### src/rtl/mem_arbiter.sv
`default_nettype none
// ============================================================================
// Module   : mem_arbiter
// Brief    : Shares the main-memory port between the I-cache and the D-cache,
//            splitting every transfer into single-word beats. Define
//            ARB_ROUND_ROBIN_EN for round-robin arbitration instead of fixed
//            D-over-I priority.
// Revision : 1.0
// ============================================================================
module mem_arbiter #(
    parameter int ADDR_WIDTH       = 17,
    parameter int LEN              = 32,
    parameter int VECTOR_SIZE      = 8,
    parameter int ENTRY_INDEX_SIZE = 3
) (
    input  logic                        clk,
    input  logic                        rst,
    input  logic [1:0]                  i_cache_vis_signal,
    input  logic [ADDR_WIDTH-1:0]       i_cache_vis_addr,
    output logic [LEN-1:0]              i_cache_mem_data,
    output logic [1:0]                  i_cache_mem_status,
    input  logic [1:0]                  d_cache_vis_signal,
    input  logic [ADDR_WIDTH-1:0]       d_cache_vis_addr,
    input  logic [ENTRY_INDEX_SIZE:0]   d_cache_length,
    input  logic [LEN-1:0]              d_cache_writen_data,
    output logic [ENTRY_INDEX_SIZE-1:0] d_cache_beat,
    output logic                        d_cache_word_valid,
    output logic [LEN-1:0]              d_cache_mem_data,
    output logic [1:0]                  d_cache_mem_status,
    output logic [1:0]                  mem_vis_signal,
    output logic [ADDR_WIDTH-1:0]       mem_vis_addr,
    output logic [ENTRY_INDEX_SIZE:0]   mem_length,
    output logic [LEN-1:0]              mem_writen_data,
    input  logic [LEN-1:0]              mem_data,
    input  logic [1:0]                  mem_status
);

    localparam logic [1:0] c_S_IDLE    = 2'd0;
    localparam logic [1:0] c_S_ISSUE   = 2'd1;
    localparam logic [1:0] c_S_GAP     = 2'd2;
    localparam logic [1:0] c_S_RESPOND = 2'd3;

    localparam logic [1:0] c_SIG_IDLE  = 2'b00;
    localparam logic [1:0] c_SIG_READ  = 2'b01;
    localparam logic [1:0] c_SIG_WRITE = 2'b10;

    localparam logic [1:0] c_ST_IDLE   = 2'b00;
    localparam logic [1:0] c_ST_BUSY   = 2'b01;
    localparam logic [1:0] c_ST_FIN    = 2'b10;

    localparam logic c_OWN_I = 1'b0;
    localparam logic c_OWN_D = 1'b1;

    localparam logic [ENTRY_INDEX_SIZE:0]   c_MAX_LEN  = VECTOR_SIZE[ENTRY_INDEX_SIZE:0];
    localparam logic [ENTRY_INDEX_SIZE:0]   c_LEN_ONE  = {{ENTRY_INDEX_SIZE{1'b0}}, 1'b1};
    localparam logic [ENTRY_INDEX_SIZE-1:0] c_BEAT_ONE = {{(ENTRY_INDEX_SIZE-1){1'b0}}, 1'b1};

    logic [1:0]                  state_q, state_d;
    logic                        owner_q, owner_d;
    logic [1:0]                  op_q, op_d;
    logic [ADDR_WIDTH-1:0]       base_q, base_d;
    logic [ENTRY_INDEX_SIZE:0]   len_q, len_d;
    logic [ENTRY_INDEX_SIZE-1:0] beat_q, beat_d;
    logic [1:0]                  i_status_q, i_status_d;
    logic [1:0]                  d_status_q, d_status_d;
    logic [LEN-1:0]              i_data_q;
    logic [LEN-1:0]              d_data_q;
    logic                        d_valid_q;

    logic                        w_i_req;
    logic                        w_d_req;
    logic                        w_grant_d;
    logic                        w_mem_fin;
    logic                        w_last_beat;
    logic                        w_i_closing;
    logic                        w_d_closing;
    logic [ENTRY_INDEX_SIZE:0]   w_d_len;
    logic [ADDR_WIDTH-1:0]       w_beat_addr;

    assign w_i_req     = (i_cache_vis_signal == c_SIG_READ);
    assign w_d_req     = (d_cache_vis_signal == c_SIG_READ) || (d_cache_vis_signal == c_SIG_WRITE);
    assign w_mem_fin   = (mem_status == c_ST_FIN);
    assign w_d_len     = (d_cache_length > c_MAX_LEN) ? c_MAX_LEN : d_cache_length;
    assign w_last_beat = ({1'b0, beat_q} == (len_q - c_LEN_ONE));
    assign w_beat_addr = base_q + ADDR_WIDTH'({beat_q, 2'b00});
    assign w_i_closing = (state_q == c_S_RESPOND) && (owner_q == c_OWN_I);
    assign w_d_closing = (state_q == c_S_RESPOND) && (owner_q == c_OWN_D);

`ifdef ARB_ROUND_ROBIN_EN
    logic last_grant_q;

    // On contention the requester that was not served last wins.
    assign w_grant_d = w_d_req && (!w_i_req || (last_grant_q == c_OWN_I));

    always_ff @(posedge clk or posedge rst) begin
        if (rst) begin
            last_grant_q <= c_OWN_I;
        end else if ((state_q == c_S_IDLE) && (w_i_req || w_d_req)) begin
            last_grant_q <= w_grant_d;
        end
    end
`else
    assign w_grant_d = w_d_req;
`endif

    always_ff @(posedge clk or posedge rst) begin
        if (rst) begin
            state_q    <= c_S_IDLE;
            owner_q    <= c_OWN_I;
            op_q       <= c_SIG_IDLE;
            base_q     <= '0;
            len_q      <= '0;
            beat_q     <= '0;
            i_status_q <= c_ST_IDLE;
            d_status_q <= c_ST_IDLE;
        end else begin
            state_q    <= state_d;
            owner_q    <= owner_d;
            op_q       <= op_d;
            base_q     <= base_d;
            len_q      <= len_d;
            beat_q     <= beat_d;
            i_status_q <= i_status_d;
            d_status_q <= d_status_d;
        end
    end

    always_comb begin
        state_d = state_q;
        owner_d = owner_q;
        op_d    = op_q;
        base_d  = base_q;
        len_d   = len_q;
        beat_d  = beat_q;
        case (state_q)
            c_S_IDLE: begin
                if (w_i_req || w_d_req) begin
                    owner_d = w_grant_d;
                    beat_d  = '0;
                    if (w_grant_d) begin
                        op_d    = d_cache_vis_signal;
                        base_d  = d_cache_vis_addr;
                        len_d   = w_d_len;
                        state_d = (w_d_len == '0) ? c_S_RESPOND : c_S_ISSUE;
                    end else begin
                        op_d    = c_SIG_READ;
                        base_d  = i_cache_vis_addr;
                        len_d   = c_LEN_ONE;
                        state_d = c_S_ISSUE;
                    end
                end
            end
            c_S_ISSUE: begin
                if (w_mem_fin) begin
                    state_d = w_last_beat ? c_S_RESPOND : c_S_GAP;
                end
            end
            // The beat index advances on leaving GAP so d_cache_beat still
            // names the word being reported by d_cache_word_valid.
            c_S_GAP: begin
                beat_d  = beat_q + c_BEAT_ONE;
                state_d = c_S_ISSUE;
            end
            default: begin
                state_d = c_S_IDLE;
            end
        endcase

        i_status_d = c_ST_IDLE;
        if ((state_d == c_S_RESPOND) && (owner_d == c_OWN_I)) begin
            i_status_d = c_ST_FIN;
        end else if ((state_d != c_S_IDLE) && (owner_d == c_OWN_I)) begin
            i_status_d = c_ST_BUSY;
        end else if (w_i_req && !w_i_closing) begin
            i_status_d = c_ST_BUSY;
        end

        d_status_d = c_ST_IDLE;
        if ((state_d == c_S_RESPOND) && (owner_d == c_OWN_D)) begin
            d_status_d = c_ST_FIN;
        end else if ((state_d != c_S_IDLE) && (owner_d == c_OWN_D)) begin
            d_status_d = c_ST_BUSY;
        end else if (w_d_req && !w_d_closing) begin
            d_status_d = c_ST_BUSY;
        end
    end

    always_ff @(posedge clk or posedge rst) begin
        if (rst) begin
            i_data_q  <= '0;
            d_data_q  <= '0;
            d_valid_q <= 1'b0;
        end else begin
            d_valid_q <= 1'b0;
            if ((state_q == c_S_ISSUE) && w_mem_fin) begin
                if (owner_q == c_OWN_D) begin
                    d_data_q  <= mem_data;
                    d_valid_q <= (op_q == c_SIG_READ);
                end else begin
                    i_data_q <= mem_data;
                end
            end
        end
    end

    always_comb begin
        mem_vis_signal  = c_SIG_IDLE;
        mem_vis_addr    = '0;
        mem_length      = '0;
        mem_writen_data = '0;
        if (state_q == c_S_ISSUE) begin
            mem_vis_signal  = op_q;
            mem_vis_addr    = w_beat_addr;
            mem_length      = c_LEN_ONE;
            mem_writen_data = d_cache_writen_data;
        end
    end

    assign i_cache_mem_data   = i_data_q;
    assign i_cache_mem_status = i_status_q;
    assign d_cache_mem_data   = d_data_q;
    assign d_cache_mem_status = d_status_q;
    assign d_cache_word_valid = d_valid_q;
    assign d_cache_beat       = beat_q;

endmodule
`default_nettype wire

### config.mk
export PLATFORM = sky130hd
export DESIGN_NAME = mem_arbiter
export DESIGN_NICKNAME = d
export VERILOG_FILES = /design/src/rtl/mem_arbiter.sv
export SDC_FILE = /design/constraint.sdc
export NUM_CORES = 1
export LEC_CHECK = 0
export ABC_CLOCK_PERIOD_IN_PS = 8800
export CORE_ASPECT_RATIO = 1.1
export CORE_MARGIN = 1
export CORE_UTILIZATION = 30
export DETAILED_ROUTE_END_ITERATION = 7
export GPL_TIMING_DRIVEN = 0
export PLACE_DENSITY_LB_ADDON = 0.05
export SYNTH_ARGS = -nofsm -noshare
export SYNTH_HDL_FRONTEND = slang
export SYNTH_SLANG_ARGS = --single-unit
export TNS_END_PERCENT = 30
### constraint.sdc
create_clock -name clk -period 8.8 [get_ports clk]
set_input_delay 0.88 -clock clk [delete_from_list [all_inputs] [get_ports clk]]
set_output_delay 0.88 -clock clk [all_outputs]
set_load 0.03 [all_outputs]
==> impl_metrics.ini, run 1 <==
[outcome]
status = complete, no violations

[critical_path]
r2r_start = len_q[0]
worstPathRequired_ns = 7.92
worstPathMaxFanout = 5
cp_top_family = buffers and inverters
cpPeakStageDelay_ns = 0.72
arrival_ns = 2.98
crit_path_end_kind = output pin
cp_num_buf_inv = 1
r2r_cells = 7
critical_path_class = flip-flop to output pin
r2r-end = d_cache_mem_status[0]
reg2reg_slack_ns = 6.85
cp-start-kind = flip-flop
path_cells = ha_1, fa_1, a21o_1, nand4_1, or3_1, a21oi_1, clkdlybuf4s50_1
cp_slowest_cell = clkdlybuf4s50_1

[synthesis]
synth.ff_latch_count = 98
synthSimpleGateAreaFrac_pct = 13.6
yosys.cell_count.top_type = dfrtp_1
yosysSeqAreaShare_pct = 52.4
synth_area_leader_cell = dfrtp_1
yosysTopAreaCellShare_pct = 52.4
synth_edf_count = 0
synthArstFlopShare_pct = 100
synth_fa_ha_area_share_pct = 2.30
syn_inst = 397
syn_area_mm2 = 0.00468
synthMuxAreaShare_pct = 19.3
post_synth_xor_area_fraction_pct = 2.62
synth_area_per_cell_um2 = 11.8
synth_cell_types = 50
synth_top_family_by_area = multiplexers
ys.flop_type = dfrtp_1
synth_area_leaders = dfrtp_1 (52%), mux2_1 (8.9%), mux2_2 (6.7%)
synth_compound_area_share_pct = 5.83
yosysWarningCount = 0
synth.top_cells.by_count = dfrtp_1 (98), and2_1 (40), mux2_1 (37)

[timing]
slew_headroom_pct = 60.9
maxSlewViolCount = 0
report.final.setup_viol = 0
finalHoldViolCount = 0
post-route-period-util_pct = 43.9
rsz0062_at_grt = false
clock_skew_ns = 0.00522
maxClockFrequency_mhz = 259
finalSetupTns_ns = 0
fin_crit_ns = 3.86
tightest_slew_ns = 0.586

[power]
leakagePower_nw = 3.22
peakVddDrop_mv = 0.216
power_density_mw_per_mm2 = 380
p_total_mw = 2.89

[drt]
dr.pass1.iters = 4
route.detailed.drc = 0
drt_iter0_drc = 104
vias = 3909
drt-wirelength-per-cell_um = 16.2
finalWirelength_um = 13700
postRouteAntennaNets = 0
viasPerCell = 4.63

[worst_hold_path]
min-delay-start = op_q[1]
hp-class = flip-flop to flip-flop
hold_depth = 1
min_to = d_cache_word_valid

[place]
place_inst = 829
gp_congestion = 0.778
hpwl_um = 10500
numPortBuffers = 233

[clocking]
ctsLongestPathBuffers = 2
cts_setup_buffers = 0
clkLatencyLatePin_ns = 0.35
cts_tree = yes
clock_sinks = 98
root_buffer = clkbuf_16
cts_resized = 0
path_clk_slew_ns = 0.07
h-tree-depth = 3
hold_buffers = 0
cts_buffers = 9

[die]
die-area_mm2 = 0.0161
die_x_um = 121
start_util_pct = 30.9
ioPinCount = 237
core_mm2 = 0.0152
rows = 47
dieHeight_um = 133

[grt]
grt_use_total_pct = 17.4
grt_pass1_vias = 4186
antenna_found_initial = 0
grt_pass1_wl_um = 21600
grt_overflow = 0
grt_start_max_net_pins = 67

[cells_and_area]
fillCellCount = 1384
final_util_pct = 50.2
fin_nets = 762
syn_to_final_growth_pct = 62.7
stdcell_count = 844
antenna_cells = 0
final_layout_size_suffix_gt1_share_pct = 10.3

[flow_run]
maxCapViolCount = 0
-- power by group --
group          switching, mW  internal [mW]  leakage, nW
clock network          0.171          0.256        0.152
logic                  0.929          0.733         1.89
registers              0.138          0.665         1.17
-- cell usage in the layout (no fill, tap or decap), types with 3 or more instances in the layout --
| master | count |
|---|---|
| a22o_1 | 3 |
| buf_2 | 7 |
| mux2_1 | 37 |
| o21ai_0 | 7 |
| xor2_1 | 9 |
| mux2i_1 | 17 |
| nand4_1 | 4 |
| inv_1 | 7 |
| mux2_2 | 28 |
| nand3_1 | 4 |
| nand2_1 | 14 |
| nor2_1 | 34 |
| clkbuf_1 | 8 |
| nor3_1 | 5 |
| clkbuf_16 | 9 |
| dfrtp_1 | 98 |
| nand2b_1 | 3 |
| buf_6 | 4 |
| and2_1 | 40 |
| a21oi_1 | 19 |
| a21o_1 | 3 |
| conb_1 | 3 |
| xnor2_1 | 5 |
| ha_1 | 7 |
| buf_4 | 3 |
| clkdlybuf4s50_1 | 233 |
-- worst max path at each step --
| stage | start | end | slack, ns | cells past startpoint |
|---|---|---|---|---|
| floorplan | rst | base_q[0] | 5.36 | 1 |
| global placement | rst | d_cache_mem_data[1] | 3.75 | 2 |
| detailed placement | d_cache_beat[0] | mem_vis_addr[16] | 5.30 | 7 |
| CTS | d_cache_beat[0] | mem_vis_addr[16] | 4.91 | 7 |
| global route | d_cache_beat[0] | mem_vis_addr[16] | 4.79 | 7 |
| finish | d_cache_beat[0] | mem_vis_addr[16] | 4.94 | 7 |
-- metal layers --
layer / share of wire [%] / global-route usage (%) / vias to the layer above / routed length (um)
li1: - / - / 1841 / -
met1: 39 / 19.3 / 1884 / 5340
met2: 50 / 30.3 / 167 / 6820
met3: 9.6 / 6.55 / 17 / 1310
met4: 1.6 / 5.83 / 0 / 218
met5: 0 / 0 / - / 0
-- cell type report --
class                           count  area [um^2]  area share, %
Buffer                             24          151           1.99
Clock inverter                      4         76.3           1.00
Sequential cell                    98         2450           32.2
Timing Repair Buffer              234         2360           31.0
Inverter                            9         36.3          0.477
Tap cell                          196          245           3.22
Clock buffer                       11          243           3.19
Multi-Input combinational cell    268         2050           26.9
-- cells by family after synthesis --
kind of cell,Yosys count
compound gates,43
xor+xnor,14
fa+ha+maj,8
buf+inv,33
flops,98
mux,82
other cells,1
simple gates,118
-- per-stage QoR --
stage                     hold slack (ns)  worst slack, ns  area [um^2]
after floorplan                     0.423             5.36         4690
after global placement              0.448             3.75         7270
after detailed placement            0.458             5.30         7300
after CTS                           0.467             4.91         7610
after global routing                0.473             4.79         7610
final                               0.462             4.94         7610
-- state kept, by name, indices dropped and copies added, names as in the netlist --
name	flops
d_cache_mem_data	32
i_cache_mem_data	32
base_q	17
len_q	4
d_cache_beat	3
d_cache_mem_status	2
i_cache_mem_status	2
op_q	2
state_q	2
d_cache_word_valid	1
owner_q	1
-- worst reg2reg max path, delay by kind of cell, from the launching register on --
kind	cells	cell delay, ns
XOR/XNOR	1	0.16
flip-flops	1	0.39
adder cells (fa/ha/maj)	1	0.21
buffers and inverters	1	0.08
AND/OR/NAND/NOR	1	0.47
AO/OA/AOI/OAI	3	0.50
No activity file was read; power rests on OpenSTA's default activity.
==> inputs of run 2 (changes only) <==
- ABC_CLOCK_PERIOD_IN_PS: 8800 -> 3600
- clock period: 8.8 -> 3.6 ns (I/O delays scaled with it)
==> results of run 2 <==
Same layout as run 1 (identical final DEF). Status: complete, no violations.
Among the figures that moved: setup slack after placement 5.30 ns -> 0.619 ns; clock-pin slew on the worst setup and hold paths 0.07 ns -> 0.06 ns; setup slack after layout 4.94 ns -> 0.256 ns; hold slack 0.462 ns -> 0.373 ns; register-to-register setup slack 6.85 ns -> 1.65 ns; total power 2.89 mW -> 7.07 mW; worst IR drop on VDD 0.216 mV -> 0.529 mV
